## config.mk

```make
export PLATFORM = sky130hd
export DESIGN_NAME = micron_ctrl_phy_alt_mem_phy_pll_phs_shft
export DESIGN_NICKNAME = d
export VERILOG_FILES = /design/src/rtl/micron_ctrl_phy_alt_mem_phy_pll_phs_shft.sv
export SDC_FILE = /design/constraint.sdc
export NUM_CORES = 1
export LEC_CHECK = 0
export ABC_AREA = 1
export CAP_MARGIN = 20
export CORE_ASPECT_RATIO = 1.25
export CORE_MARGIN = 10
export CORE_UTILIZATION = 49
export CTS_CLUSTER_SIZE = 30
export DETAILED_ROUTE_END_ITERATION = 10
export HOLD_SLACK_MARGIN = 0.02
export PLACE_DENSITY = 0.72
export REMOVE_ABC_BUFFERS = 1
export SLEW_MARGIN = 5
export SYNTH_ARGS = -nofsm -noshare
export SYNTH_HDL_FRONTEND = slang
export SYNTH_SLANG_ARGS = --single-unit
```

## constraint.sdc

```tcl
create_clock -name seq_clk -period 1.95 [get_ports seq_clk]
set_input_delay 0.39 -clock seq_clk [delete_from_list [all_inputs] [get_ports seq_clk]]
set_output_delay 0.39 -clock seq_clk [all_outputs]
set_load 0.05 [all_outputs]
```

## src/rtl/micron_ctrl_phy_alt_mem_phy_pll_phs_shft.sv

```systemverilog
// PLL dynamic phase-shift controller.
// Converts single-step phase-shift requests from the PHY sequencer into the
// Stratix III PLL phasecounterselect/phaseupdown/phasestep/phasedone
// handshake, tracks the absolute resync-clock phase and flags handshake
// timeouts or lock loss.
//
// Ports:
//   seq_clk, reset_seq            clock, async active-high reset
//   pll_locked                    PLL lock (async, synchronised here)
//   seq_pll_start_reconfig        step request (level, sampled in IDLE)
//   seq_pll_select/_inc_dec_n     counter to step and direction (1 = inc)
//   phs_shft_busy                 high while a request cannot be accepted
//   pll_phasecounterselect/updown/phasestep  handshake outputs to the PLL
//   pll_phasedone                 active-low done from PLL (async)
//   resync_phase                  resync clock phase position
//   phs_shft_step_done            one-cycle pulse per successful step
//   phs_shft_timeout_err          sticky timeout / lock-loss flag
//
// state     | meaning
// ----------+-------------------------------------------------------
// INIT      | waiting for synchronised PLL lock, busy
// IDLE      | ready, accepts a request
// SETUP     | select/updown settling before phasestep
// STEP      | phasestep asserted
// WAIT_LOW  | waiting for phasedone to fall
// WAIT_HIGH | waiting for phasedone to rise
// HOLDOFF   | quiet period before returning to IDLE (or INIT on lock loss)
module micron_ctrl_phy_alt_mem_phy_pll_phs_shft #(
    parameter int CLOCK_INDEX_WIDTH   = 4,
    parameter int PLL_STEPS_PER_CYCLE = 48,
    parameter int PHASE_CNT_WIDTH     = 6,
    parameter logic [CLOCK_INDEX_WIDTH-1:0] RESYNC_CLK_INDEX = CLOCK_INDEX_WIDTH'(5),
    parameter int RESYNC_PHASE_INIT   = 0,
    parameter int SETUP_CYCLES        = 2,
    parameter int STEP_CYCLES         = 2,
    parameter int HOLDOFF_CYCLES      = 4,
    parameter int TIMEOUT_CYCLES      = 255
) (
    input  logic                         seq_clk,
    input  logic                         reset_seq,
    input  logic                         pll_locked,
    input  logic                         seq_pll_start_reconfig,
    input  logic [CLOCK_INDEX_WIDTH-1:0] seq_pll_select,
    input  logic                         seq_pll_inc_dec_n,
    output logic                         phs_shft_busy,
    output logic [CLOCK_INDEX_WIDTH-1:0] pll_phasecounterselect,
    output logic                         pll_phaseupdown,
    output logic                         pll_phasestep,
    input  logic                         pll_phasedone,
    output logic [PHASE_CNT_WIDTH-1:0]   resync_phase,
    output logic                         phs_shft_step_done,
    output logic                         phs_shft_timeout_err
);

    localparam int TMR_W = 8;
    localparam logic [PHASE_CNT_WIDTH-1:0] PHASE_MAX  = PHASE_CNT_WIDTH'(PLL_STEPS_PER_CYCLE - 1);
    localparam logic [PHASE_CNT_WIDTH-1:0] PHASE_RST  = PHASE_CNT_WIDTH'(RESYNC_PHASE_INIT);
    // SETUP lasts one extra cycle beyond SETUP_CYCLES: the acceptance cycle
    // in which select/updown are first driven counts as the latch cycle.
    localparam logic [TMR_W-1:0] LD_SETUP   = TMR_W'(SETUP_CYCLES);
    localparam logic [TMR_W-1:0] LD_STEP    = TMR_W'(STEP_CYCLES - 1);
    localparam logic [TMR_W-1:0] LD_WAIT    = TMR_W'(TIMEOUT_CYCLES - 1);
    localparam logic [TMR_W-1:0] LD_HOLDOFF = TMR_W'(HOLDOFF_CYCLES - 1);

    typedef enum logic [2:0] {
        INIT, IDLE, SETUP, STEP, WAIT_LOW, WAIT_HIGH, HOLDOFF
    } state_t;

    state_t            state, state_nxt;
    logic [TMR_W-1:0]  tmr, tmr_nxt;
    logic              to_init, to_init_nxt;
    logic              accept, done_evt, tmo_evt;
    logic              locked_s1, locked_s;
    logic              done_s1, done_s;

    // phasedone idles high, so its synchroniser resets to 1
    always_ff @(posedge seq_clk or posedge reset_seq) begin
        if (reset_seq) begin
            locked_s1 <= 1'b0;
            locked_s  <= 1'b0;
            done_s1   <= 1'b1;
            done_s    <= 1'b1;
        end else begin
            locked_s1 <= pll_locked;
            locked_s  <= locked_s1;
            done_s1   <= pll_phasedone;
            done_s    <= done_s1;
        end
    end

    always_ff @(posedge seq_clk or posedge reset_seq) begin
        if (reset_seq) begin
            state   <= INIT;
            tmr     <= '0;
            to_init <= 1'b0;
        end else begin
            state   <= state_nxt;
            tmr     <= tmr_nxt;
            to_init <= to_init_nxt;
        end
    end

    always_comb begin
        state_nxt   = state;
        tmr_nxt     = (tmr != '0) ? tmr - 1'b1 : tmr;
        to_init_nxt = to_init;
        accept      = 1'b0;
        done_evt    = 1'b0;
        tmo_evt     = 1'b0;

        case (state)
            INIT: begin
                to_init_nxt = 1'b0;
                if (locked_s) state_nxt = IDLE;
            end
            IDLE: begin
                if (seq_pll_start_reconfig) begin
                    accept    = 1'b1;
                    state_nxt = SETUP;
                end
            end
            SETUP: if (tmr == '0) state_nxt = STEP;
            STEP:  if (tmr == '0) state_nxt = WAIT_LOW;
            WAIT_LOW: begin
                if (!done_s) begin
                    state_nxt = WAIT_HIGH;
                end else if (tmr == '0) begin
                    tmo_evt   = 1'b1;
                    state_nxt = HOLDOFF;
                end
            end
            WAIT_HIGH: begin
                if (done_s) begin
                    done_evt  = 1'b1;
                    state_nxt = HOLDOFF;
                end else if (tmr == '0) begin
                    tmo_evt   = 1'b1;
                    state_nxt = HOLDOFF;
                end
            end
            HOLDOFF: if (tmr == '0) state_nxt = to_init ? INIT : IDLE;
            default: state_nxt = INIT;
        endcase

        // Lock loss anywhere past INIT is treated like a timeout, and the
        // holdoff then falls back to INIT to wait for relock.
        if (state != INIT && !locked_s) begin
            tmo_evt     = 1'b1;
            to_init_nxt = 1'b1;
            accept      = 1'b0;
            done_evt    = 1'b0;
            if (state != HOLDOFF) state_nxt = HOLDOFF;
            else if (tmr == '0)   state_nxt = INIT;
        end

        // WAIT_LOW -> WAIT_HIGH is a state change, so the wait timer reloads
        if (state_nxt != state) begin
            case (state_nxt)
                SETUP:               tmr_nxt = LD_SETUP;
                STEP:                tmr_nxt = LD_STEP;
                WAIT_LOW, WAIT_HIGH: tmr_nxt = LD_WAIT;
                HOLDOFF:             tmr_nxt = LD_HOLDOFF;
                default:             tmr_nxt = '0;
            endcase
        end
    end

    always_ff @(posedge seq_clk or posedge reset_seq) begin
        if (reset_seq) begin
            phs_shft_busy          <= 1'b1;
            pll_phasestep          <= 1'b0;
            pll_phaseupdown        <= 1'b0;
            pll_phasecounterselect <= '0;
            resync_phase           <= PHASE_RST;
            phs_shft_step_done     <= 1'b0;
            phs_shft_timeout_err   <= 1'b0;
        end else begin
            phs_shft_busy      <= (state_nxt != IDLE);
            pll_phasestep      <= (state_nxt == STEP);
            phs_shft_step_done <= done_evt;
            if (tmo_evt) phs_shft_timeout_err <= 1'b1;
            if (accept) begin
                pll_phasecounterselect <= seq_pll_select;
                pll_phaseupdown        <= seq_pll_inc_dec_n;
            end
            if (done_evt && pll_phasecounterselect == RESYNC_CLK_INDEX) begin
                if (pll_phaseupdown)
                    resync_phase <= (resync_phase == PHASE_MAX) ? '0 : resync_phase + 1'b1;
                else
                    resync_phase <= (resync_phase == '0) ? PHASE_MAX : resync_phase - 1'b1;
            end
        end
    end

endmodule

```

==> results_tabular.tex, run 1 <==
\begin{tabular}{lr}
\hline
Metric & Value \\
\hline
\multicolumn{2}{l}{\textbf{Drt}} \\
\quad Post-DR wirelength/cell & 14.4 um \\
\quad DRC violations left & 0 \\
\quad Detail-routed via count per cell & 5.16 \\
\quad Number of search-and-repair iterations in the first detailed-routing pass & 6 \\
\quad First-iteration detailed-routing DRC count & 141 \\
\quad Wirelength, routed & 4.80 mm \\
\quad Post-DRT Antenna Nets & 0 \\
\quad Total via count in the routed design & 1722 \\
\multicolumn{2}{l}{\textbf{Floorplan}} \\
\quad Placement row count & 25 \\
\quad Initial core utilization & 50.1\% \\
\quad Area of the die & 0.00673 mm\^{}2 \\
\quad X dimension of the die & 75.4 um \\
\quad I/O pin count & 25 \\
\quad Area of the core region & 0.00375 mm\^{}2 \\
\quad Die height & 89.3 um \\
\multicolumn{2}{l}{\textbf{Finish}} \\
\quad Share of post-route cells with drive strength above 1 & 34.4\% \\
\quad Fin area & 0.00260 mm\^{}2 \\
\quad Diodes inserted & 0 \\
\quad Final std cells w/o fill & 334 \\
\quad Most common library cell in the layout ignoring fill and taps & sky130\_fd\_sc\_hd\_\_buf\_4 \\
\quad Number of nets in the layout & 307 \\
\quad Combined area of the multi-input logic cells & 0.00108 mm\^{}2 \\
\quad Area taken by flip-flops and latches & 783 um\^{}2 \\
\quad Commonest cells after routing, fill and taps aside & sky130\_fd\_sc\_hd\_\_buf\_4, sky130\_fd\_sc\_hd\_\_nand2\_1, sky130\_fd\_sc\_hd\_\_dfrtp\_1 \\
\quad Core occupancy in the finished layout & 69.2\% \\
\quad Signed area change from the synthesized netlist to the final layout & 38.0\% \\
\quad Number of inserted filler cells in the final layout & 311 \\
\multicolumn{2}{l}{\textbf{STA}} \\
\quad Final worst slack & -0.0800 ns \\
\quad Final setup viols & 6 \\
\quad Unrepaired setup endpoints after global routing & true \\
\quad Clock skew after layout & 0.00308 ns \\
\quad Timing-limited maximum frequency & 493 MHz \\
\quad Relative slew slack & 66.4\% \\
\quad Least-Margin Pin Slew & 0.503 ns \\
\quad Final worst path period share & 104\% \\
\quad Fin. max-slew vios & 0 \\
\quad Minimum clock period after layout & 2.03 ns \\
\quad Hold slack & 0.359 ns \\
\quad Final count of hold timing violations & 0 \\
\multicolumn{2}{l}{\textbf{Placed design}} \\
\quad Cell Area, Placed & 0.00225 mm\^{}2 \\
\quad Final HPWL DP & 3.22 mm \\
\quad Number of buffers inserted by port buffering & 24 \\
\quad Inst Count DP & 308 \\
\quad Final weighted congestion in routability-driven placement & 0.950 \\
\multicolumn{2}{l}{\textbf{Status}} \\
\quad Violated checks & setup timing \\
\quad Run status & complete, but fails checks \\
\multicolumn{2}{l}{\textbf{GRT}} \\
\quad Via count of the first global-routing pass & 1662 \\
\quad Global-route wire length before repair & 7.37 mm \\
\quad Met3 Usage GRT & 3.22\% \\
\quad Final global-route overflow total & 0 \\
\quad GR peak layer & met2 \\
\quad Global Route met1 Usage & 16.1\% \\
\quad Pin count of the biggest net entering global routing & 32 \\
\quad Number of antenna violations at the first check in global routing & 0 \\
\quad GRT met2 Usage & 23.7\% \\
\quad Total GRT Usage & 14.0\% \\
\multicolumn{2}{l}{\textbf{Critical path}} \\
\quad Reg2Reg Setup Slack & -0.08 ns \\
\quad Required time worst endpoint & 2.12 ns \\
\quad Reg-to-reg endpoint & tmr[4]\$\_DFFE\_PP0P\_ \\
\quad Worst Path Max Fanout & 7 \\
\quad Number of cells traversed by the worst register-to-register path & 13 \\
\quad Worst reg2reg startpoint & tmr[1]\$\_DFFE\_PP0P\_ \\
\quad Setup crit end & tmr[4]\$\_DFFE\_PP0P\_ \\
\quad Critical Path Start Type & flip-flop \\
\quad Worst setup startpoint & tmr[1]\$\_DFFE\_PP0P\_ \\
\quad Kind of critical path & reg2reg \\
\quad Arrival time worst endpoint & 2.20 ns \\
\quad Critical Path End Type & flip-flop \\
\multicolumn{2}{l}{\textbf{Yosys}} \\
\quad Gate Count Post-Synth & 231 \\
\quad Cell type with the largest total area after synthesis & sky130\_fd\_sc\_hd\_\_dfrtp\_1 \\
\quad Number of synthesized register bits & 31 \\
\quad Sequential-to-total area share from yosys stat & 41.4\% \\
\quad Fraction of post-synthesis cell area in the top cell type by area & 37.2\% \\
\quad Area of the mapped netlist & 0.00188 mm\^{}2 \\
\quad Post-Syn Area per Cell & 8.15 um\^{}2 \\
\quad Number of warnings reported in the yosys synthesis log & 0 \\
\quad Synth area leaders & sky130\_fd\_sc\_hd\_\_dfrtp\_1, sky130\_fd\_sc\_hd\_\_nand2\_1, sky130\_fd\_sc\_hd\_\_nand3\_1, sky130\_fd\_sc\_hd\_\_xor2\_1, sky130\_fd\_sc\_hd\_\_nor2\_1 \\
\quad Synth cell types & 34 \\
\multicolumn{2}{l}{\textbf{Clocking}} \\
\quad CTS tree & done \\
\quad Clock buffer depth & 2 \\
\quad Htree depth & 2 \\
\quad CTS root buf & sky130\_fd\_sc\_hd\_\_clkbuf\_8 \\
\quad Clock-pin slew on the worst setup and hold paths & 0.06 ns \\
\quad Number of clock buffers inserted by TritonCTS & 5 \\
\quad Insertion delay to the later sink of the worst-skew pair & 0.29 ns \\
\quad Number of sinks driven by the clock tree & 31 \\
\multicolumn{2}{l}{\textbf{Min path}} \\
\quad Type of the tightest min-delay check & reg2reg \\
\quad Worst min-delay path startpoint & done\_s1\$\_DFF\_PP1\_ \\
\multicolumn{2}{l}{\textbf{Power and ir drop}} \\
\quad Leakage power & 1.26 nW \\
\quad Worst VDD drop & 0.00131 V \\
\quad Pwr per Cell Area & 1880 mW/mm\^{}2 \\
\multicolumn{2}{l}{\textbf{Job}} \\
\quad Max-cap violation count & 0 \\
\hline
\end{tabular}
## cell families (layout without fill, tap and decap cells)
family	after synthesis	after routing	synth area share [%]
flops	31	31	41.4
fa+ha+maj	4	4	2.66
mux	2	2	1.20
compound gates	27	27	8.31
xor+xnor	14	14	6.52
buf+inv	29	92	6.12
simple gates	124	124	33.8
## Yosys cell counts
library cell,n
sky130_fd_sc_hd__o21ai_2,1
sky130_fd_sc_hd__a32oi_1,3
sky130_fd_sc_hd__nor3_1,4
sky130_fd_sc_hd__nand2_2,8
sky130_fd_sc_hd__nand2_1,39
sky130_fd_sc_hd__clkinv_2,1
sky130_fd_sc_hd__nor4_1,1
sky130_fd_sc_hd__buf_4,1
sky130_fd_sc_hd__xor2_1,13
sky130_fd_sc_hd__nor2_4,4
sky130_fd_sc_hd__a22oi_1,1
sky130_fd_sc_hd__nor2_1,28
sky130_fd_sc_hd__dfrtp_1,28
sky130_fd_sc_hd__inv_1,22
sky130_fd_sc_hd__mux2_2,2
sky130_fd_sc_hd__ha_1,4
sky130_fd_sc_hd__nor2_2,2
sky130_fd_sc_hd__dfstp_2,3
sky130_fd_sc_hd__buf_2,1
sky130_fd_sc_hd__nand3b_1,1
sky130_fd_sc_hd__a31oi_1,1
sky130_fd_sc_hd__o21ai_0,5
sky130_fd_sc_hd__inv_2,4
sky130_fd_sc_hd__o211ai_1,1
sky130_fd_sc_hd__xnor2_1,1
sky130_fd_sc_hd__nor3_2,1
sky130_fd_sc_hd__nand3_2,1
sky130_fd_sc_hd__and2_1,1
sky130_fd_sc_hd__nand3_1,24
sky130_fd_sc_hd__nand2_4,4
sky130_fd_sc_hd__o21ai_1,5
sky130_fd_sc_hd__nand4_1,5
sky130_fd_sc_hd__nor2_8,1
sky130_fd_sc_hd__a21oi_1,10
## how the worst min path moves through the flow
| stage | end | slack (ns) | depth (start not counted) |
|---|---|---|---|
| final | done_s$_DFF_PP1_ | 0.36 | 0 |
| after global routing | done_s$_DFF_PP1_ | 0.37 | 0 |
| after CTS | done_s$_DFF_PP1_ | 0.36 | 0 |
| after detailed placement | done_s$_DFF_PP1_ | 0.35 | 0 |
| after global placement | done_s$_DFF_PP1_ | 0.35 | 0 |
| after floorplan | locked_s$_DFF_PP0_ | 0.33 | 0 |
## final cells by class
type	count	share of cell area [%]
Tap cell	40	1.93
Inverter	27	4.05
Timing Repair Buffer	57	18.3
Clock buffer	8	3.86
Sequential cell	31	30.2
Multi-Input combinational cell	171	41.7
## power by group
part / total [mW] / switching (mW) / internal (mW)
Combinational: 3.22 / 1.90 / 1.32
Clock: 0.557 / 0.236 / 0.322
Sequential: 1.10 / 0.238 / 0.865
Total: 4.88 / 2.37 / 2.51
## stage by stage
step / power, mW / setup TNS (ns) / setup WS [ns]
floorplan: 2.94 / 0 / 0.0640
global placement: 3.64 / -0.150 / -0.0281
detailed placement: 3.69 / -0.355 / -0.0660
CTS: 4.49 / 0 / 0.000857
global route: 5.24 / -1.05 / -0.168
finish: 4.88 / -0.378 / -0.0800
## state kept, by name, summed over array words and instances, names as in the netlist
name                    flops
state                       3
phs_shft_timeout_err        1
locked_s                    1
resync_phase                6
done_s                      1
phs_shft_step_done          1
pll_phaseupdown             1
done_s1                     1
pll_phasestep               1
to_init                     1
locked_s1                   1
pll_phasecounterselect      4
tmr                         8
phs_shft_busy               1
## critical path, stage by stage (launching register included)
cell	delay (ns)
sky130_fd_sc_hd__dfrtp_1	0.38
sky130_fd_sc_hd__inv_2	0.07
sky130_fd_sc_hd__ha_4	0.18
sky130_fd_sc_hd__nand2_1	0.12
sky130_fd_sc_hd__nor2_4	0.06
sky130_fd_sc_hd__buf_4	0.13
sky130_fd_sc_hd__a21oi_1	0.17
sky130_fd_sc_hd__nand2_1	0.12
sky130_fd_sc_hd__nand3_1	0.10
sky130_fd_sc_hd__nand2_2	0.09
sky130_fd_sc_hd__nor2_8	0.17
sky130_fd_sc_hd__nand2_8	0.09
sky130_fd_sc_hd__nor2_4	0.17
sky130_fd_sc_hd__a21oi_2	0.05
## per-layer routing
metal | vias up | share of wire [%]
li1 | 881 | -
met1 | 805 | 40
met2 | 26 | 54
met3 | 10 | 3.3
met4 | 0 | 2.6
met5 | - | 0
## repair_timing
action | 4_1_cts | 5_1_grt
buffers inserted | 5 | 13
resized for setup | 10 | 21
setup endpoints to repair | 8 | 10
pin swaps | 8 | 13
hold buffers | 0 | 0
Note: power is estimated with default switching activity, not from simulation.
==> run 2: changes to the inputs <==
--- a/config.mk
+++ b/config.mk
@@ -8,7 +8,7 @@
 export ABC_AREA = 1
 export CAP_MARGIN = 20
 export CORE_ASPECT_RATIO = 1.25
-export CORE_MARGIN = 10
+export CORE_MARGIN = 4
 export CORE_UTILIZATION = 49
 export CTS_CLUSTER_SIZE = 30
 export DETAILED_ROUTE_END_ITERATION = 10
==> results_tabular.tex, run 2 (synthesized netlist as in run 1, its figures left out) <==
\begin{tabular}{lr}
\hline
Metric & Value \\
\hline
\multicolumn{2}{l}{\textbf{Critical path}} \\
\quad Reg2Reg Setup Slack & -0.02 ns \\
\quad Kind of critical path & reg2reg \\
\quad Critical path, cell by cell & inv\_2 -> ha\_4 -> nand2\_4 -> nor2\_4 -> nand2\_4 -> nand2\_2 -> nand3b\_1 -> nand2\_1 -> nand2\_2 -> nand2\_2 -> nand2\_4 -> nor2\_8 -> nand2\_4 -> nor2\_4 -> a21oi\_2 \\
\quad Cell family with most CP delay & simple AND/OR/NAND/NOR gates \\
\quad CP max stage cell & sky130\_fd\_sc\_hd\_\_dfrtp\_1 \\
\quad Critical path's most frequent cell & sky130\_fd\_sc\_hd\_\_nand2\_4 \\
\quad Arrival time worst endpoint & 2.14 ns \\
\quad Combined buffer and inverter count along the critical path & 1 \\
\quad Critical Path Start Type & flip-flop \\
\quad Required time worst endpoint & 2.12 ns \\
\quad Critical Path End Type & flip-flop \\
\quad Worst Path Max Fanout & 7 \\
\quad Max stage delay on crit path & 0.39 ns \\
\multicolumn{2}{l}{\textbf{Floorplan}} \\
\quad I/O pin count & 25 \\
\quad X dimension of the die & 63.4 um \\
\quad Initial core utilization & 52.2\% \\
\quad Placement row count & 24 \\
\quad Area of the core region & 0.00360 mm\^{}2 \\
\quad Die height & 77.3 um \\
\quad Area of the die & 0.00490 mm\^{}2 \\
\multicolumn{2}{l}{\textbf{Status}} \\
\quad Run status & complete, but fails checks \\
\quad Violated checks & setup timing \\
\multicolumn{2}{l}{\textbf{GRT}} \\
\quad Global-route wire length before repair & 6.80 mm \\
\quad Via count of the first global-routing pass & 1594 \\
\quad Final global-route overflow total & 0 \\
\quad Total GRT Usage & 17.6\% \\
\quad Number of antenna violations at the first check in global routing & 0 \\
\quad Pin count of the biggest net entering global routing & 32 \\
\multicolumn{2}{l}{\textbf{Drt}} \\
\quad Post-DRT Antenna Nets & 0 \\
\quad DRC violations left & 0 \\
\quad First-iteration detailed-routing DRC count & 62 \\
\quad Detail-routed via count per cell & 5.24 \\
\quad Number of search-and-repair iterations in the first detailed-routing pass & 4 \\
\quad Wirelength, routed & 4.14 mm \\
\quad Total via count in the routed design & 1686 \\
\quad Post-DR wirelength/cell & 12.9 um \\
\multicolumn{2}{l}{\textbf{STA}} \\
\quad Least-Margin Pin Slew & 0.508 ns \\
\quad Final worst path period share & 101\% \\
\quad Final sum of negative setup slack & -0.0679 ns \\
\quad Relative slew slack & 66.1\% \\
\quad Timing-limited maximum frequency & 508 MHz \\
\quad Fin. max-slew vios & 0 \\
\quad Final setup viols & 4 \\
\quad Minimum clock period after layout & 1.97 ns \\
\quad Hold slack & 0.359 ns \\
\quad Unrepaired setup endpoints after global routing & true \\
\quad Final worst slack & -0.0193 ns \\
\quad Final count of hold timing violations & 0 \\
\quad Clock skew after layout & 0.00271 ns \\
\multicolumn{2}{l}{\textbf{Placed design}} \\
\quad Cell Area, Placed & 0.00225 mm\^{}2 \\
\quad Final weighted congestion in routability-driven placement & 0.882 \\
\quad Final HPWL DP & 2.94 mm \\
\quad Setup slack at placement & -0.0956 ns \\
\quad Number of buffers inserted by port buffering & 24 \\
\multicolumn{2}{l}{\textbf{Power and ir drop}} \\
\quad Worst VDD drop & 0.00102 V \\
\quad Leakage power & 1.21 nW \\
\quad Pwr per Cell Area & 1860 mW/mm\^{}2 \\
\quad Post-layout power & 4.60 mW \\
\multicolumn{2}{l}{\textbf{Clocking}} \\
\quad Htree depth & 2 \\
\quad Insertion delay to the later sink of the worst-skew pair & 0.28 ns \\
\quad Number of clock buffers inserted by TritonCTS & 5 \\
\quad Clock-pin slew on the worst setup and hold paths & 0.06 ns \\
\quad CTS tree & done \\
\quad Number of sinks driven by the clock tree & 31 \\
\quad Total of hold buffers inserted after clock tree synthesis & 0 \\
\quad Clock buffer depth & 2 \\
\quad CTS root buf & sky130\_fd\_sc\_hd\_\_clkbuf\_8 \\
\multicolumn{2}{l}{\textbf{Min path}} \\
\quad Type of the tightest min-delay check & reg2reg \\
\multicolumn{2}{l}{\textbf{Finish}} \\
\quad Share of post-route cells with drive strength above 1 & 28.6\% \\
\quad Number of nets in the layout & 296 \\
\quad Register ranked first by flip-flop count & tmr \\
\quad Diodes inserted & 0 \\
\quad Registers with the most flip-flops & tmr x8, resync\_phase x6, pll\_phasecounterselect x4 \\
\quad Fin area & 0.00247 mm\^{}2 \\
\quad Commonest cells after routing, fill and taps aside & sky130\_fd\_sc\_hd\_\_nand2\_1, sky130\_fd\_sc\_hd\_\_dfrtp\_1, sky130\_fd\_sc\_hd\_\_buf\_4 \\
\quad Signed area change from the synthesized netlist to the final layout & 31.4\% \\
\quad Most common library cell in the layout ignoring fill and taps & sky130\_fd\_sc\_hd\_\_nand2\_1 \\
\quad Flip-flop count of the largest register, all copies and words added & 8 \\
\multicolumn{2}{l}{\textbf{Job}} \\
\quad Max-cap violation count & 0 \\
\hline
\end{tabular}
[run 2: per-stage QoR]
stage / utilization (%) / instances
after floorplan: - / 229
after global placement: 62.4 / 306
after detailed placement: 62.4 / 306
after CTS: 65.7 / 315
after global routing: 68.6 / 322
final: 68.6 / 322
[run 2: path summary, 6_finish.rpt]
| check | start | end | depth (start not counted) |
|---|---|---|---|
| worst max-delay path | tmr[0]$_DFFE_PP0P_ | tmr[7]$_DFFE_PP0P_ | 15 |
| worst min-delay path | done_s1$_DFF_PP1_ | done_s$_DFF_PP1_ | 0 |
| worst max register to register | tmr[0]$_DFFE_PP0P_ | tmr[7]$_DFFE_PP0P_ | 15 |
| worst min register to register | done_s1$_DFF_PP1_ | done_s$_DFF_PP1_ | 0 |
| max in group asynchronous | reset_seq | phs_shft_busy$_DFF_PP1_ | 3 |
| min in group asynchronous | reset_seq | phs_shft_step_done$_DFF_PP0_ | 3 |
[run 2: cell type report]
class	count	area, um^2
sequential	31	779
timing repair buffer	46	390
inverter	27	103
clock buffer	8	100
multi-input combinational	171	1050
tap	39	48.8
fill	306	1130
[run 2: worst reg2reg max path, cell delays in order, from the launching register on]
cell	delay, ns
sky130_fd_sc_hd__dfrtp_1	0.39
sky130_fd_sc_hd__inv_2	0.09
sky130_fd_sc_hd__ha_4	0.17
sky130_fd_sc_hd__nand2_4	0.05
sky130_fd_sc_hd__nor2_4	0.11
sky130_fd_sc_hd__nand2_4	0.09
sky130_fd_sc_hd__nand2_2	0.07
sky130_fd_sc_hd__nand3b_1	0.08
sky130_fd_sc_hd__nand2_1	0.10
sky130_fd_sc_hd__nand2_2	0.07
sky130_fd_sc_hd__nand2_2	0.08
sky130_fd_sc_hd__nand2_4	0.07
sky130_fd_sc_hd__nor2_8	0.15
sky130_fd_sc_hd__nand2_4	0.10
sky130_fd_sc_hd__nor2_4	0.20
sky130_fd_sc_hd__a21oi_2	0.05
[run 2: report_power, final]
group	total (mW)	switching (mW)	internal [mW]
Combinational	2.97	1.78	1.19
Clock	0.555	0.233	0.322
Sequential	1.07	0.213	0.859
Total	4.60	2.23	2.37
[run 2: routing by layer]
metal	vias to the layer above	share of wire (%)	track usage, %
li1	857	-	-
met1	785	43	20.8
met2	38	51	30.1
met3	6	4.5	3.95
met4	0	1.5	7.99
met5	-	0	0
[run 2: repair_timing]
item	CTS	global route
endpoints found under the setup margin	8	9
endpoints found under the hold margin	0	0
gates resized for setup	4	15
pin swaps	2	8
gates cloned	0	0
setup buffers	1	7
